--- config.mk ---
export PLATFORM = sky130hd
export DESIGN_NAME = popcount_accumulator
export DESIGN_NICKNAME = d
export VERILOG_FILES = /design/src/rtl/popcount_accumulator.sv
export SDC_FILE = /design/constraint.sdc
export NUM_CORES = 1
export LEC_CHECK = 0
export CAP_MARGIN = 30
export CORE_MARGIN = 10
export CORE_UTILIZATION = 42
export DETAILED_ROUTE_END_ITERATION = 7
export PLACE_DENSITY = 0.77
export REMOVE_ABC_BUFFERS = 1
export SKIP_LAST_GASP = 1
export SYNTH_ARGS = -nofsm -noshare
export SYNTH_HDL_FRONTEND = slang
export SYNTH_SLANG_ARGS = --single-unit
--- constraint.sdc ---
create_clock -name clk -period 3.2 [get_ports clk]
set_input_delay 0.48 -clock clk [delete_from_list [all_inputs] [get_ports clk]]
set_output_delay 0.48 -clock clk [all_outputs]
set_load 0.005 [all_outputs]
--- src/rtl/popcount_accumulator.sv ---
// ============================================================================
// Module   : popcount_accumulator
// Purpose  : Pipelined adder-tree popcount that sums the per-beat counts of a
//            packet and emits one saturated packet total.
//            Optional feature macro: POPCOUNT_XNOR_EN (adds s_weight, XNOR-popcount).
// Revision : 1.0 - initial release
// ============================================================================
`default_nettype none

module popcount_accumulator #(
    parameter int DATA_WIDTH  = 64,
    parameter int PIPE_STAGES = 2,
    parameter int ACC_WIDTH   = 16
) (
    input  logic                  clk,
    input  logic                  rst_n,
    input  logic                  s_valid,
    output logic                  s_ready,
    input  logic [DATA_WIDTH-1:0] s_data,
`ifdef POPCOUNT_XNOR_EN
    input  logic [DATA_WIDTH-1:0] s_weight,
`endif
    input  logic                  s_last,
    output logic                  m_valid,
    input  logic                  m_ready,
    output logic [ACC_WIDTH-1:0]  m_count,
    output logic                  m_overflow
);

    localparam int c_levels = $clog2(DATA_WIDTH);
    localparam int c_pc_w   = c_levels + 1;

    logic                  stall_w;
    logic [DATA_WIDTH-1:0] bits_w;
    logic                  in_valid_w;
    logic                  in_last_w;

    logic [ACC_WIDTH-1:0]  acc_q, acc_d;
    logic                  ovf_q, ovf_d;
    logic                  m_valid_q, m_valid_d;
    logic [ACC_WIDTH-1:0]  m_count_q, m_count_d;
    logic                  m_overflow_q, m_overflow_d;

    // A waiting result freezes the whole pipe, so nothing is ever dropped.
    assign stall_w    = m_valid_q & ~m_ready;
    assign s_ready    = ~stall_w;
    assign in_valid_w = s_valid & ~stall_w;
    assign in_last_w  = s_last;

`ifdef POPCOUNT_XNOR_EN
    assign bits_w = ~(s_data ^ s_weight);
`else
    assign bits_w = s_data;
`endif

    // Level k adds pairs from level k-1; a register follows level k whenever
    // floor(k*P/L) steps, which spreads the P registers evenly over L levels.
    genvar k;
    generate
        for (k = 1; k <= c_levels; k++) begin : g_lvl
            localparam int c_n   = DATA_WIDTH >> k;
            localparam bit c_reg = ((k * PIPE_STAGES) / c_levels) !=
                                   (((k - 1) * PIPE_STAGES) / c_levels);

            logic [k-1:0] a_w    [2*c_n];
            logic [k:0]   sum_d  [c_n];
            logic [k:0]   node_w [c_n];
            logic         valid_d, last_d;
            logic         valid_w, last_w;

            if (k == 1) begin : g_first
                always_comb begin
                    for (int j = 0; j < 2 * c_n; j++) begin
                        a_w[j] = bits_w[j];
                    end
                end
                assign valid_d = in_valid_w;
                assign last_d  = in_last_w;
            end else begin : g_inner
                assign a_w     = g_lvl[k-1].node_w;
                assign valid_d = g_lvl[k-1].valid_w;
                assign last_d  = g_lvl[k-1].last_w;
            end

            always_comb begin
                for (int i = 0; i < c_n; i++) begin
                    sum_d[i] = {1'b0, a_w[2*i]} + {1'b0, a_w[2*i+1]};
                end
            end

            if (c_reg) begin : g_reg
                logic [k:0] node_q [c_n];
                logic       valid_q, last_q;

                always_ff @(posedge clk or negedge rst_n) begin
                    if (!rst_n) begin
                        valid_q <= 1'b0;
                        last_q  <= 1'b0;
                        for (int i = 0; i < c_n; i++) begin
                            node_q[i] <= '0;
                        end
                    end else if (!stall_w) begin
                        valid_q <= valid_d;
                        last_q  <= last_d;
                        node_q  <= sum_d;
                    end
                end

                assign node_w  = node_q;
                assign valid_w = valid_q;
                assign last_w  = last_q;
            end else begin : g_comb
                assign node_w  = sum_d;
                assign valid_w = valid_d;
                assign last_w  = last_d;
            end
        end
    endgenerate

    logic [c_pc_w-1:0]  pc_w;
    logic               tree_valid_w, tree_last_w;
    logic [ACC_WIDTH:0] sum_w;
    logic [ACC_WIDTH-1:0] sat_w;

    assign pc_w         = g_lvl[c_levels].node_w[0];
    assign tree_valid_w = g_lvl[c_levels].valid_w;
    assign tree_last_w  = g_lvl[c_levels].last_w;

    assign sum_w = {1'b0, acc_q} + {{(ACC_WIDTH + 1 - c_pc_w){1'b0}}, pc_w};
    assign sat_w = sum_w[ACC_WIDTH] ? {ACC_WIDTH{1'b1}} : sum_w[ACC_WIDTH-1:0];

    always_comb begin
        acc_d        = acc_q;
        ovf_d        = ovf_q;
        m_valid_d    = m_valid_q;
        m_count_d    = m_count_q;
        m_overflow_d = m_overflow_q;
        if (!stall_w) begin
            // Not stalled means any held result is being taken this edge.
            m_valid_d = 1'b0;
            if (tree_valid_w) begin
                if (tree_last_w) begin
                    m_count_d    = sat_w;
                    m_overflow_d = ovf_q | sum_w[ACC_WIDTH];
                    m_valid_d    = 1'b1;
                    acc_d        = '0;
                    ovf_d        = 1'b0;
                end else begin
                    acc_d = sat_w;
                    ovf_d = ovf_q | sum_w[ACC_WIDTH];
                end
            end
        end
    end

    always_ff @(posedge clk or negedge rst_n) begin
        if (!rst_n) begin
            acc_q        <= '0;
            ovf_q        <= 1'b0;
            m_valid_q    <= 1'b0;
            m_count_q    <= '0;
            m_overflow_q <= 1'b0;
        end else begin
            acc_q        <= acc_d;
            ovf_q        <= ovf_d;
            m_valid_q    <= m_valid_d;
            m_count_q    <= m_count_d;
            m_overflow_q <= m_overflow_d;
        end
    end

    assign m_valid    = m_valid_q;
    assign m_count    = m_count_q;
    assign m_overflow = m_overflow_q;

endmodule

`default_nettype wire

==> impl_metrics.py, run 1 <==
metrics = {
    "status": {
        "status": "finished, violations left",
        "violations": "setup timing",
    },
    "global_route": {
        "grt_usage": 0.1367,
        "antenna_found_initial": 0,
        "grt_pass1_wl_mm": 20.85,
        "first_global_vias": 4645,
        "grt-ovfl-total": 0,
        "grt_max_degree": 79,
    },
    "pwr": {
        "combPwrFrac": 0.694,
        "p_sw_mw": 3.934,
        "p_seq_frac": 0.183,
        "power.total_mw": 9.145,
        "intPower_mw": 5.211,
        "clock_power_share": 0.123,
        "sw_frac_of_total": 0.4302,
        "power.density_nw_per_um2": 1293,
        "total_leakage_power_nw": 3.541,
        "peakVddDrop_mv": 1.059,
    },
    "worst_setup_path": {
        "reg2reg_to": "g_lvl[6].g_reg.node_q[5]",
        "cp_max_fo": 2,
        "cp-start-kind": "flop",
        "rr_worst_depth": 11,
        "r2r-start": "g_lvl[3].g_reg.node_q[15]",
        "r2r_slack_ns": -0.32,
        "crit_type": "flop to flop",
        "crit_start": "g_lvl[3].g_reg.node_q[15]",
        "endpoint": "g_lvl[6].g_reg.node_q[5]",
        "crit_path_end_kind": "flop",
        "critPathRequiredTime_ns": 3.41,
        "cp.arrival_ns": 3.73,
    },
    "clock_tree": {
        "clock-root-buffer": "clkbuf_16",
        "clk_latency_ns": 0.34,
        "cts_buffers": 9,
        "cts.reportedPaths.clkPinSlew_ns": 0.06,
        "cts_tree": "built",
        "cts_sinks": 78,
        "cts_max_level": 3,
        "clock_tree.buffer_depth": 2,
    },
    "placement": {
        "pre_cts_slack_ns": -0.4702,
        "port_buffers": 87,
        "routabilityCongestion": 0.8290,
        "dp_cells": 839,
        "dp_hpwl_mm": 9.468,
    },
    "layout": {
        "fin_nets": 845,
        "final_util": 0.5561,
        "fillers": 1171,
        "final_cells": 859,
        "drive_gt1_frac": 0.09607,
        "antenna_cells": 0,
        "area_delta_synth_final_pct": 28.18,
    },
    "sta": {
        "rsz0062_at_grt": "yes",
        "worstMarginPinSlew_ns": 0.8215,
        "fmax_mhz": 283.9,
        "skew_ns": 0.006914,
        "report.final.slew_viol_count": 0,
        "slew_headroom": 0.4507,
        "finalHoldViolCount": 0,
        "tns_ns": -1.069,
        "fin_ws_ns": -0.3229,
        "setup_viol": 4,
        "finalCriticalPeriod_ns": 3.523,
        "period_share": 1.101,
    },
    "synth": {
        "netlist_area_um2": 5519,
        "yosysWarnings": 0,
        "synth_ff_type": "dfrtp_1",
        "synth_area_per_cell_um2": 9.467,
        "synth_top_area_cell": "dfrtp_1",
        "synth_edf_count": 0,
        "ys_ff_latch": 78,
        "ys_types": 40,
        "synth-seq-area-share": 0.3537,
        "synthTopCellsByArea": "dfrtp_1 (35%), fa_1 (20%), ha_1 (8.6%)",
        "async_flop_share": 1.000,
        "synthCells": 583,
        "synth_top_area_share": 0.3537,
    },
    "die": {
        "rows": 41,
        "dieArea_um2": 18130,
        "initial_core_util": 0.4338,
        "die_y_um": 134.6,
        "io_pins": 88,
        "core-area_um2": 12720,
        "die_x_um": 134.6,
    },
    "route": {
        "dr.pass1.iters": 4,
        "viasPerCell": 4.843,
        "wl_mm": 11.89,
        "vias": 4160,
        "drt-wirelength-per-cell_um": 13.84,
        "drt_iter0_markers": 262,
        "drcViolationCount": 0,
        "drtAntennaViolNets": 0,
    },
    "flow_run": {
        "maxCapViolations": 0,
    },
    "min_path": {
        "holdCritPathClass": "flop to flop",
    },
}
==> placed cells by master (no fill, tap or decap), types with 2 or more instances in the layout <==
master           instances
a21o_1                   7
a21oi_1                 39
a21oi_2                  4
a31oi_1                 10
a41o_1                   3
and2_1                   3
and3_1                   2
and4_1                   2
buf_4                   20
bufinv_16                2
clkbuf_16                9
clkdlybuf4s50_1         82
clkinvlp_4               2
dfrtp_1                 78
dlymetal6s2s_1           4
fa_1                    50
fa_2                     6
ha_1                    34
ha_2                     4
inv_1                  107
inv_2                    8
inv_6                    2
nand2_1                 88
nand2b_1                 4
nor2_1                  29
nor3_1                   4
o211ai_1                 5
o21ai_0                 35
o21ai_1                  4
o22ai_1                  2
xnor2_1                  7
xor2_1                  14
==> layout make-up <==
class	count	area (µm²)	area share
flip-flops and latches	78	1952	0.2759
multi-input cells	370	3085	0.4362
repair buffers	108	1059	0.1496
well taps	172	215.2	0.03042
clock buffers	10	239.0	0.03378
clock inverters	6	92.59	0.01309
inverters	115	431.7	0.06102
==> state kept, by name, summed over array words and instances, names as in the netlist <==
signal               count
g_lvl.g_reg.valid_q      2
m_overflow               1
g_lvl.g_reg.last_q       2
acc_q                   16
g_lvl.g_reg.node_q      39
m_count                 16
m_valid                  1
ovf_q                    1
==> power groups by stage <==
stage / Combinational [mW] / Clock (mW) / Sequential (mW)
3_3_place_gp: 5.43 / 0 / 1.67
2_1_floorplan: 3.96 / 0 / 1.65
6_report: 6.35 / 1.12 / 1.67
5_1_grt: 7.32 / 1.18 / 1.73
3_5_place_dp: 5.86 / 0 / 1.69
4_1_cts: 6.16 / 1.14 / 1.67
==> routing by layer <==
metal  wire length [µm]  global-route usage  vias up
met3                579             0.03672        7
met1               4739              0.1551     2029
li1                   -                   -     2031
met2               6502              0.2522       93
met4                 63             0.02358        0
met5                  0                   0        -
==> timing repair <==
| action | CTS | global route |
|---|---|---|
| setup buffers | 2 | 0 |
| resized for setup | 12 | 17 |
| cloned | 0 | 0 |
| pin swaps | 12 | 8 |
| hold buffers | 0 | 1 |
| endpoints found under the hold margin | 0 | 12 |
| setup endpoints to repair | 5 | 13 |
==> logic make-up (layout without fill, tap and decap cells) <==
kind of cell / after synthesis / count (layout) / synth area share
AO/OA/AOI/OAI: 117 / 117 / 0.1256
XOR/XNOR: 21 / 21 / 0.03333
AND/OR/NAND/NOR: 138 / 138 / 0.1032
adder cells (fa/ha/maj): 94 / 94 / 0.2893
flip-flops: 78 / 78 / 0.3537
buffers and inverters: 135 / 239 / 0.09499
==> worst min-delay path by stage <==
stage / start / to / cells past startpoint
final: g_lvl[3].g_reg.valid_q / g_lvl[3].g_reg.valid_q / 2
after detailed placement: g_lvl[3].g_reg.valid_q / g_lvl[3].g_reg.valid_q / 2
after CTS: rst_n / acc_q[3] / 1
after global placement: g_lvl[3].g_reg.last_q / g_lvl[3].g_reg.last_q / 2
after floorplan: rst_n / acc_q[0] / 0
after global routing: acc_q[2] / acc_q[2] / 1
==> Yosys cell counts, types with 7 or more instances <==
cell type,number
a21o_1,7
a21oi_1,41
a31oi_1,10
clkbuf_1,11
dfrtp_1,78
fa_1,56
ha_1,38
inv_1,114
nand2_1,88
nor2_1,29
o21ai_0,39
xnor2_1,7
xor2_1,14
==> critical path, stage by stage, from the launching register on <==
cell and delay [ns]:
dfrtp_1 0.40, fa_1 0.54, inv_1 0.05, fa_1 0.56, fa_1 0.44, fa_1 0.54
inv_1 0.05, ha_1 0.28, a21o_1 0.16, a21oi_2 0.12, xor2_1 0.16, o21ai_1 0.07
==> per-stage QoR <==
step / hold slack (ns) / cell area (µm²)
finish: 0.4715 / 7074
CTS: 0.3429 / 7000
global placement: 0.4523 / 6640
detailed placement: 0.4613 / 6640
floorplan: 0.1844 / 5426
global route: 0.5101 / 7074
No activity file was read; power rests on OpenSTA's default activity.
==> inputs of run 2 (changes only) <==
--- a/config.mk
+++ b/config.mk
@@ -6,11 +6,11 @@
 export NUM_CORES = 1
 export LEC_CHECK = 0
 export CAP_MARGIN = 30
+export CORE_ASPECT_RATIO = 0.9
 export CORE_MARGIN = 10
 export CORE_UTILIZATION = 42
 export DETAILED_ROUTE_END_ITERATION = 7
-export PLACE_DENSITY = 0.77
-export REMOVE_ABC_BUFFERS = 1
+export PLACE_DENSITY = 0.74
 export SKIP_LAST_GASP = 1
 export SYNTH_ARGS = -nofsm -noshare
 export SYNTH_HDL_FRONTEND = slang
==> constraint.sdc (replaced) <==
create_clock -name clk -period 4.3 [get_ports clk]
set_input_delay 0.645 -clock clk [delete_from_list [all_inputs] [get_ports clk]]
set_output_delay 0.645 -clock clk [all_outputs]
set_load 0.005 [all_outputs]
==> run 2 against run 1 <==
  * The flow now finishes without violations
  * Cell area fell by 2.4%
  * Sequential cell count did not move
  * Hold slack got worse by 0.35 ns
  * First-iteration DRC count fell by 3.1%
  * Register-to-register slack improved by 0.89 ns
  * Critical endpoint unchanged
  * Largest power group unchanged
==> impl_metrics.py, run 2 (same netlist as run 1, synthesis figures left out) <==
metrics = {
    "status": {
        "status": "complete, no violations",
    },
    "route": {
        "drt-wirelength-per-cell_um": 14.27,
        "viasPerCell": 4.841,
        "dr.pass1.iters": 4,
        "drcViolationCount": 0,
        "drt_iter0_markers": 254,
        "drtAntennaViolNets": 0,
        "wl_mm": 11.92,
        "vias": 4042,
    },
    "worst_setup_path": {
        "crit_path_end_kind": "flop",
        "cp-start-kind": "flop",
        "cp_max_fo": 2,
        "crit_type": "flop to flop",
        "cp.arrival_ns": 3.94,
        "critPathRequiredTime_ns": 4.51,
        "rr_worst_depth": 11,
    },
    "sta": {
        "fin_ws_ns": 0.5711,
        "finalHoldViolCount": 0,
        "period_share": 0.8672,
        "finalCriticalPeriod_ns": 3.729,
        "slew_headroom": 0.4488,
        "setup_viol": 0,
        "report.final.slew_viol_count": 0,
        "skew_ns": 0.006914,
        "rsz0062_at_grt": "no",
        "tns_ns": 0,
        "fmax_mhz": 268.2,
        "worstMarginPinSlew_ns": 0.8269,
    },
    "layout": {
        "final_cells": 835,
        "area_delta_synth_final_pct": 25.14,
        "mostFrequentLayoutCells": "inv_1 (114), nand2_1 (88), clkdlybuf4s50_1 (86), dfrtp_1 (78), fa_1 (56)",
        "drive_gt1_frac": 0.04620,
        "final_common_cell": "inv_1",
        "fin_nets": 829,
        "antenna_cells": 0,
        "largest_register": "g_lvl.g_reg.node_q",
        "largest_reg_flops": 39,
    },
    "die": {
        "dieArea_um2": 18130,
        "io_pins": 88,
        "initial_core_util": 0.4317,
        "die_y_um": 128.8,
        "core-area_um2": 12780,
        "rows": 39,
        "die_x_um": 140.8,
    },
    "global_route": {
        "grt-ovfl-total": 0,
        "first_global_vias": 4364,
        "grt_usage": 0.1378,
        "grt_pass1_wl_mm": 20.83,
        "antenna_found_initial": 0,
        "grt_max_degree": 79,
    },
    "pwr": {
        "sw_frac_of_total": 0.4397,
        "peakVddDrop_mv": 0.7972,
        "combPwrFrac": 0.659,
        "power.density_nw_per_um2": 902.7,
        "clock_power_share": 0.141,
        "p_seq_frac": 0.200,
        "intPower_mw": 3.493,
        "total_leakage_power_nw": 3.453,
        "p_sw_mw": 2.741,
    },
    "clock_tree": {
        "cts_setup_buffers": 0,
        "cts_max_level": 3,
        "clock_tree.buffer_depth": 2,
        "clk_latency_ns": 0.34,
        "cts_hold_buffers": 0,
        "cts.reportedPaths.clkPinSlew_ns": 0.06,
        "cts_sinks": 78,
        "clock-root-buffer": "clkbuf_16",
        "cts_buffers": 9,
        "cts_tree": "built",
        "cts-resized-gates": 0,
    },
    "min_path": {
        "holdCritPathClass": "primary input to async pin",
    },
    "placement": {
        "routabilityCongestion": 0.8834,
        "dp_cells": 818,
        "port_buffers": 87,
        "pre_cts_slack_ns": 0.5665,
        "dp_hpwl_mm": 9.346,
    },
    "flow_run": {
        "maxCapViolations": 0,
    },
    "synth": {
        "syn-num-nets": 746,
    },
}
-- run 2: cell count changes in the layout (fill, tap and decap cells not counted), sizes merged --
cell,before,now
bufinv,2,3
dlygate4sd3,1,0
clkinv,0,3
clkdlybuf4s50,82,86
dlymetal6s2s,4,0
buf,21,6
inv,117,116
clkinvlp,2,0
clkbuf,10,9
-- run 2: worst paths after layout --
kind                                          start                   endpoint  slack (ns)
max                        g_lvl[3].g_reg.node_q[3]   g_lvl[6].g_reg.node_q[5]        0.57
min                                           rst_n                 m_count[3]        0.12
max reg2reg                g_lvl[3].g_reg.node_q[3]   g_lvl[6].g_reg.node_q[5]        0.57
min reg2reg                  g_lvl[3].g_reg.valid_q     g_lvl[3].g_reg.valid_q        0.47
max in group asynchronous                     rst_n  g_lvl[3].g_reg.node_q[15]        3.63
min in group clk             g_lvl[3].g_reg.valid_q     g_lvl[3].g_reg.valid_q        0.47
-- run 2: cell type report --
| type | count | area [µm²] |
|---|---|---|
| Multi-Input combinational cell | 370 | 3045 |
| Clock inverter | 7 | 121.4 |
| Timing Repair Buffer | 92 | 925.9 |
| Clock buffer | 9 | 225.2 |
| Sequential cell | 78 | 1952 |
| Inverter | 115 | 431.7 |
| Fill cell | 1120 | 5878 |
| Tap cell | 164 | 205.2 |
-- run 2: per-stage QoR --
| stage | cell area [µm²] | hold WS [ns] | util | power, mW |
|---|---|---|---|---|
| 6_report | 6907 | 0.1211 | 0.5402 | 6.235 |
| 5_1_grt | 6907 | 0.1190 | 0.5402 | 7.087 |
| 4_1_cts | 6879 | 0.4710 | 0.5381 | 6.316 |
| 3_5_place_dp | 6533 | 0.4573 | 0.5110 | 5.366 |
| 3_3_place_gp | 6533 | 0.4496 | 0.5110 | 5.144 |
| 2_1_floorplan | 5519 | 0.3494 | - | 4.213 |
-- run 2: worst max-delay path: stages, from the launching register on --
cell	delay [ns]
dfrtp_1	0.40
fa_1	0.55
inv_1	0.07
fa_1	0.51
fa_1	0.53
fa_1	0.61
inv_1	0.06
ha_1	0.30
a21o_1	0.17
a21oi_1	0.17
xor2_1	0.17
o21ai_0	0.08
-- run 2: metal layers --
metal  track usage  wire length [µm]  up-vias
li1              -                 -     1999
met1        0.1833              5625     1953
met2        0.2269              5667       80
met3       0.02096               465       10
met4       0.04369               161        0
met5             0                 0        -
-- run 2: power by group through the flow --
stage | Clock [mW] | Combinational, mW | Sequential (mW)
2_1_floorplan | 0 | 3.00 | 1.22
3_3_place_gp | 0 | 3.90 | 1.25
6_report | 0.879 | 4.11 | 1.25
4_1_cts | 0.890 | 4.18 | 1.25
3_5_place_dp | 0 | 4.11 | 1.26
5_1_grt | 0.925 | 4.88 | 1.28
==> inputs of run 3 (changes only) <==
--- a/config.mk
+++ b/config.mk
@@ -10,7 +10,8 @@
 export CORE_MARGIN = 10
 export CORE_UTILIZATION = 42
 export DETAILED_ROUTE_END_ITERATION = 7
-export PLACE_DENSITY = 0.74
+export GPL_ROUTABILITY_DRIVEN = 0
+export PLACE_DENSITY = 0.77
 export SKIP_LAST_GASP = 1
 export SYNTH_ARGS = -nofsm -noshare
 export SYNTH_HDL_FRONTEND = slang
==> constraint.sdc (replaced) <==
create_clock -name clk -period 3.1 [get_ports clk]
set_input_delay 0.465 -clock clk [delete_from_list [all_inputs] [get_ports clk]]
set_output_delay 0.465 -clock clk [all_outputs]
set_load 0.005 [all_outputs]
==> run 3 against run 2 <==
  * The flow now finishes with violations (hold timing, setup timing)
  * Sequential power is 39% higher
  * Non-clock buffer count up 6
  * Worst setup slack lost 1.0 ns
  * Wire length rose by 4.6%
  * First-iteration DRC count shrank 18%
  * Critical path depth unchanged
  * Sequential cell count unchanged
  * Register-to-register slack worse by 1.0 ns
  * Sequential share of layout area is 0.77 points lower
  * Maximum frequency up 4.2%
==> impl_metrics.py, run 3 (same netlist as run 1, synthesis figures left out) <==
metrics = {
    "sta": {
        "fin_ws_ns": -0.4785,
        "whs_ns": -0.005600,
        "worstMarginPinSlew_ns": 0.8617,
        "period_share": 1.154,
        "rsz0062_at_grt": "yes",
        "fmax_mhz": 279.4,
        "finalCriticalPeriod_ns": 3.579,
        "setup_viol": 4,
        "skew_ns": 0.007480,
        "slew_headroom": 0.4238,
        "finalHoldViolCount": 12,
        "report.final.slew_viol_count": 0,
    },
    "worst_setup_path": {
        "cp-start-kind": "flop",
        "crit_type": "flop to flop",
        "cp_cell_sequence": "fa_1 -> inv_1 -> fa_2 -> fa_1 -> fa_1 -> inv_1 -> ha_1 -> a21o_1 -> a21oi_2 -> xor2_1 -> o21ai_1",
        "path_common_cell": "fa_1",
        "cp.arrival_ns": 3.79,
        "critPathRequiredTime_ns": 3.31,
        "crit_path_top_delay_cell": "fa_2",
        "cp_max_fo": 2,
        "slowest_delay_ns": 0.59,
        "crit_path_end_kind": "flop",
    },
    "layout": {
        "largest_register": "g_lvl.g_reg.node_q",
        "fillers": 1090,
        "largest_reg_flops": 39,
        "drive_gt1_frac": 0.1049,
        "final_common_cell": "inv_1",
        "final_cells": 841,
        "fin_area_um2": 7101,
        "mostFrequentLayoutCells": "inv_1 (105), nand2_1 (87), dfrtp_1 (78), clkdlybuf4s50_1 (68), fa_1 (45)",
        "fin_nets": 835,
        "antenna_cells": 0,
        "area_delta_synth_final_pct": 28.66,
    },
    "global_route": {
        "met3_usage": 0.03016,
        "grt.met2_usage": 0.2453,
        "grt_usage": 0.1423,
        "met1_usage": 0.1757,
        "grt.busiest_layer": "met2",
        "grt_pass1_wl_mm": 21.56,
        "grt-ovfl-total": 0,
        "antenna_found_initial": 0,
        "first_global_vias": 4593,
        "grt_max_degree": 79,
    },
    "route": {
        "drcViolationCount": 0,
        "drtAntennaViolNets": 0,
        "drt-wirelength-per-cell_um": 14.83,
        "dr.pass1.iters": 4,
        "wl_mm": 12.47,
        "viasPerCell": 4.986,
        "vias": 4193,
        "drt_iter0_markers": 209,
    },
    "clock_tree": {
        "clk_latency_ns": 0.34,
        "clock-root-buffer": "clkbuf_16",
        "cts.reportedPaths.clkPinSlew_ns": 0.06,
        "cts_hold_buffers": 0,
        "cts_setup_buffers": 0,
        "cts_sinks": 78,
        "clock_tree.buffer_depth": 2,
        "cts_max_level": 3,
        "cts_buffers": 9,
        "cts_tree": "built",
    },
    "status": {
        "violations": "hold timing, setup timing",
        "status": "finished, violations left",
    },
    "min_path": {
        "holdCritPathClass": "primary input to async pin",
    },
    "die": {
        "rows": 39,
        "initial_core_util": 0.4317,
        "die_y_um": 128.8,
        "die_x_um": 140.8,
        "io_pins": 88,
        "dieArea_um2": 18130,
        "core-area_um2": 12780,
    },
    "placement": {
        "pre_cts_slack_ns": -0.4678,
        "port_buffers": 87,
        "placedInstanceArea_um2": 6586,
        "dp_hpwl_mm": 9.709,
        "dp_cells": 824,
    },
    "pwr": {
        "power.density_nw_per_um2": 1381,
        "peakVddDrop_mv": 1.405,
        "total_leakage_power_nw": 3.599,
    },
    "flow_run": {
        "maxCapViolations": 0,
    },
    "synth": {
        "syn-num-nets": 746,
    },
}
==> run 3: cell count changes in the layout (fill, tap and decap cells not counted), sizes merged <==
| cell | previous run | this run |
|---|---|---|
| buf | 6 | 12 |
| clkdlybuf4s50 | 86 | 68 |
| dlygate4sd2 | 0 | 3 |
| dlymetal6s2s | 0 | 15 |
| clkinv | 3 | 0 |
| clkinvlp | 0 | 3 |
==> run 3: final timing paths <==
check                                           end  depth (start not counted)  slack (ns)                      start
max                        g_lvl[6].g_reg.node_q[5]                         11       -0.48  g_lvl[3].g_reg.node_q[15]
min                                      m_overflow                          1      -0.006                      rst_n
max reg2reg                g_lvl[6].g_reg.node_q[5]                         11       -0.48  g_lvl[3].g_reg.node_q[15]
min reg2reg                   g_lvl[3].g_reg.last_q                          2        0.47      g_lvl[3].g_reg.last_q
max in group asynchronous    g_lvl[3].g_reg.valid_q                          2        2.53                      rst_n
min in group clk              g_lvl[3].g_reg.last_q                          2        0.47      g_lvl[3].g_reg.last_q
==> run 3: report_power, final <==
group	leakage, nW	switching [mW]	total [mW]	internal, mW
logic	2.47	3.58	6.84	3.26
registers	0.970	0.239	1.74	1.50
clock network	0.158	0.439	1.23	0.789
total	3.60	4.26	9.81	5.54
==> run 3: area by class of cell <==
type / instances / area, µm² / share of cell area
multi-input cells: 370 / 3161 / 0.4451
flip-flops and latches: 78 / 1952 / 0.2749
repair buffers: 98 / 1005 / 0.1415
inverters: 115 / 431.7 / 0.06079
clock buffers: 9 / 225.2 / 0.03172
well taps: 164 / 205.2 / 0.02890
clock inverters: 7 / 121.4 / 0.01709
==> run 3: critical path: cells and delay by family (launching register included) <==
kind | cells | cell delay, ns
adders and majority gates | 5 | 2.35
xor gates and xnor gates | 1 | 0.17
buffers and inverters | 2 | 0.11
DFF | 1 | 0.40
AOI/OAI and AO/OA | 3 | 0.42
==> run 3: metal layers <==
| layer | part of all wire | routed length (µm) | up-vias |
|---|---|---|---|
| met3 | 0.048 | 598 | 17 |
| met2 | 0.49 | 6147 | 92 |
| met1 | 0.44 | 5518 | 2072 |
| met5 | 0 | 0 | - |
| li1 | - | - | 2012 |
| met4 | 0.017 | 208 | 0 |
==> run 3: per-stage QoR <==
| stage | TNS [ns] | total power, mW | util |
|---|---|---|---|
| 2_1_floorplan | -1.072 | 6.001 | - |
| 3_3_place_gp | -5.913 | 7.574 | 0.5152 |
| 3_5_place_dp | -7.008 | 7.862 | 0.5152 |
| 4_1_cts | -1.551 | 9.530 | 0.5446 |
| 5_1_grt | -1.997 | 11.00 | 0.5554 |
| 6_report | -1.419 | 9.806 | 0.5554 |
==> run 3: what timing repair did <==
item	4_1_cts	5_1_grt
setup endpoints to repair	15	20
pin swaps	10	20
resized for setup	22	35
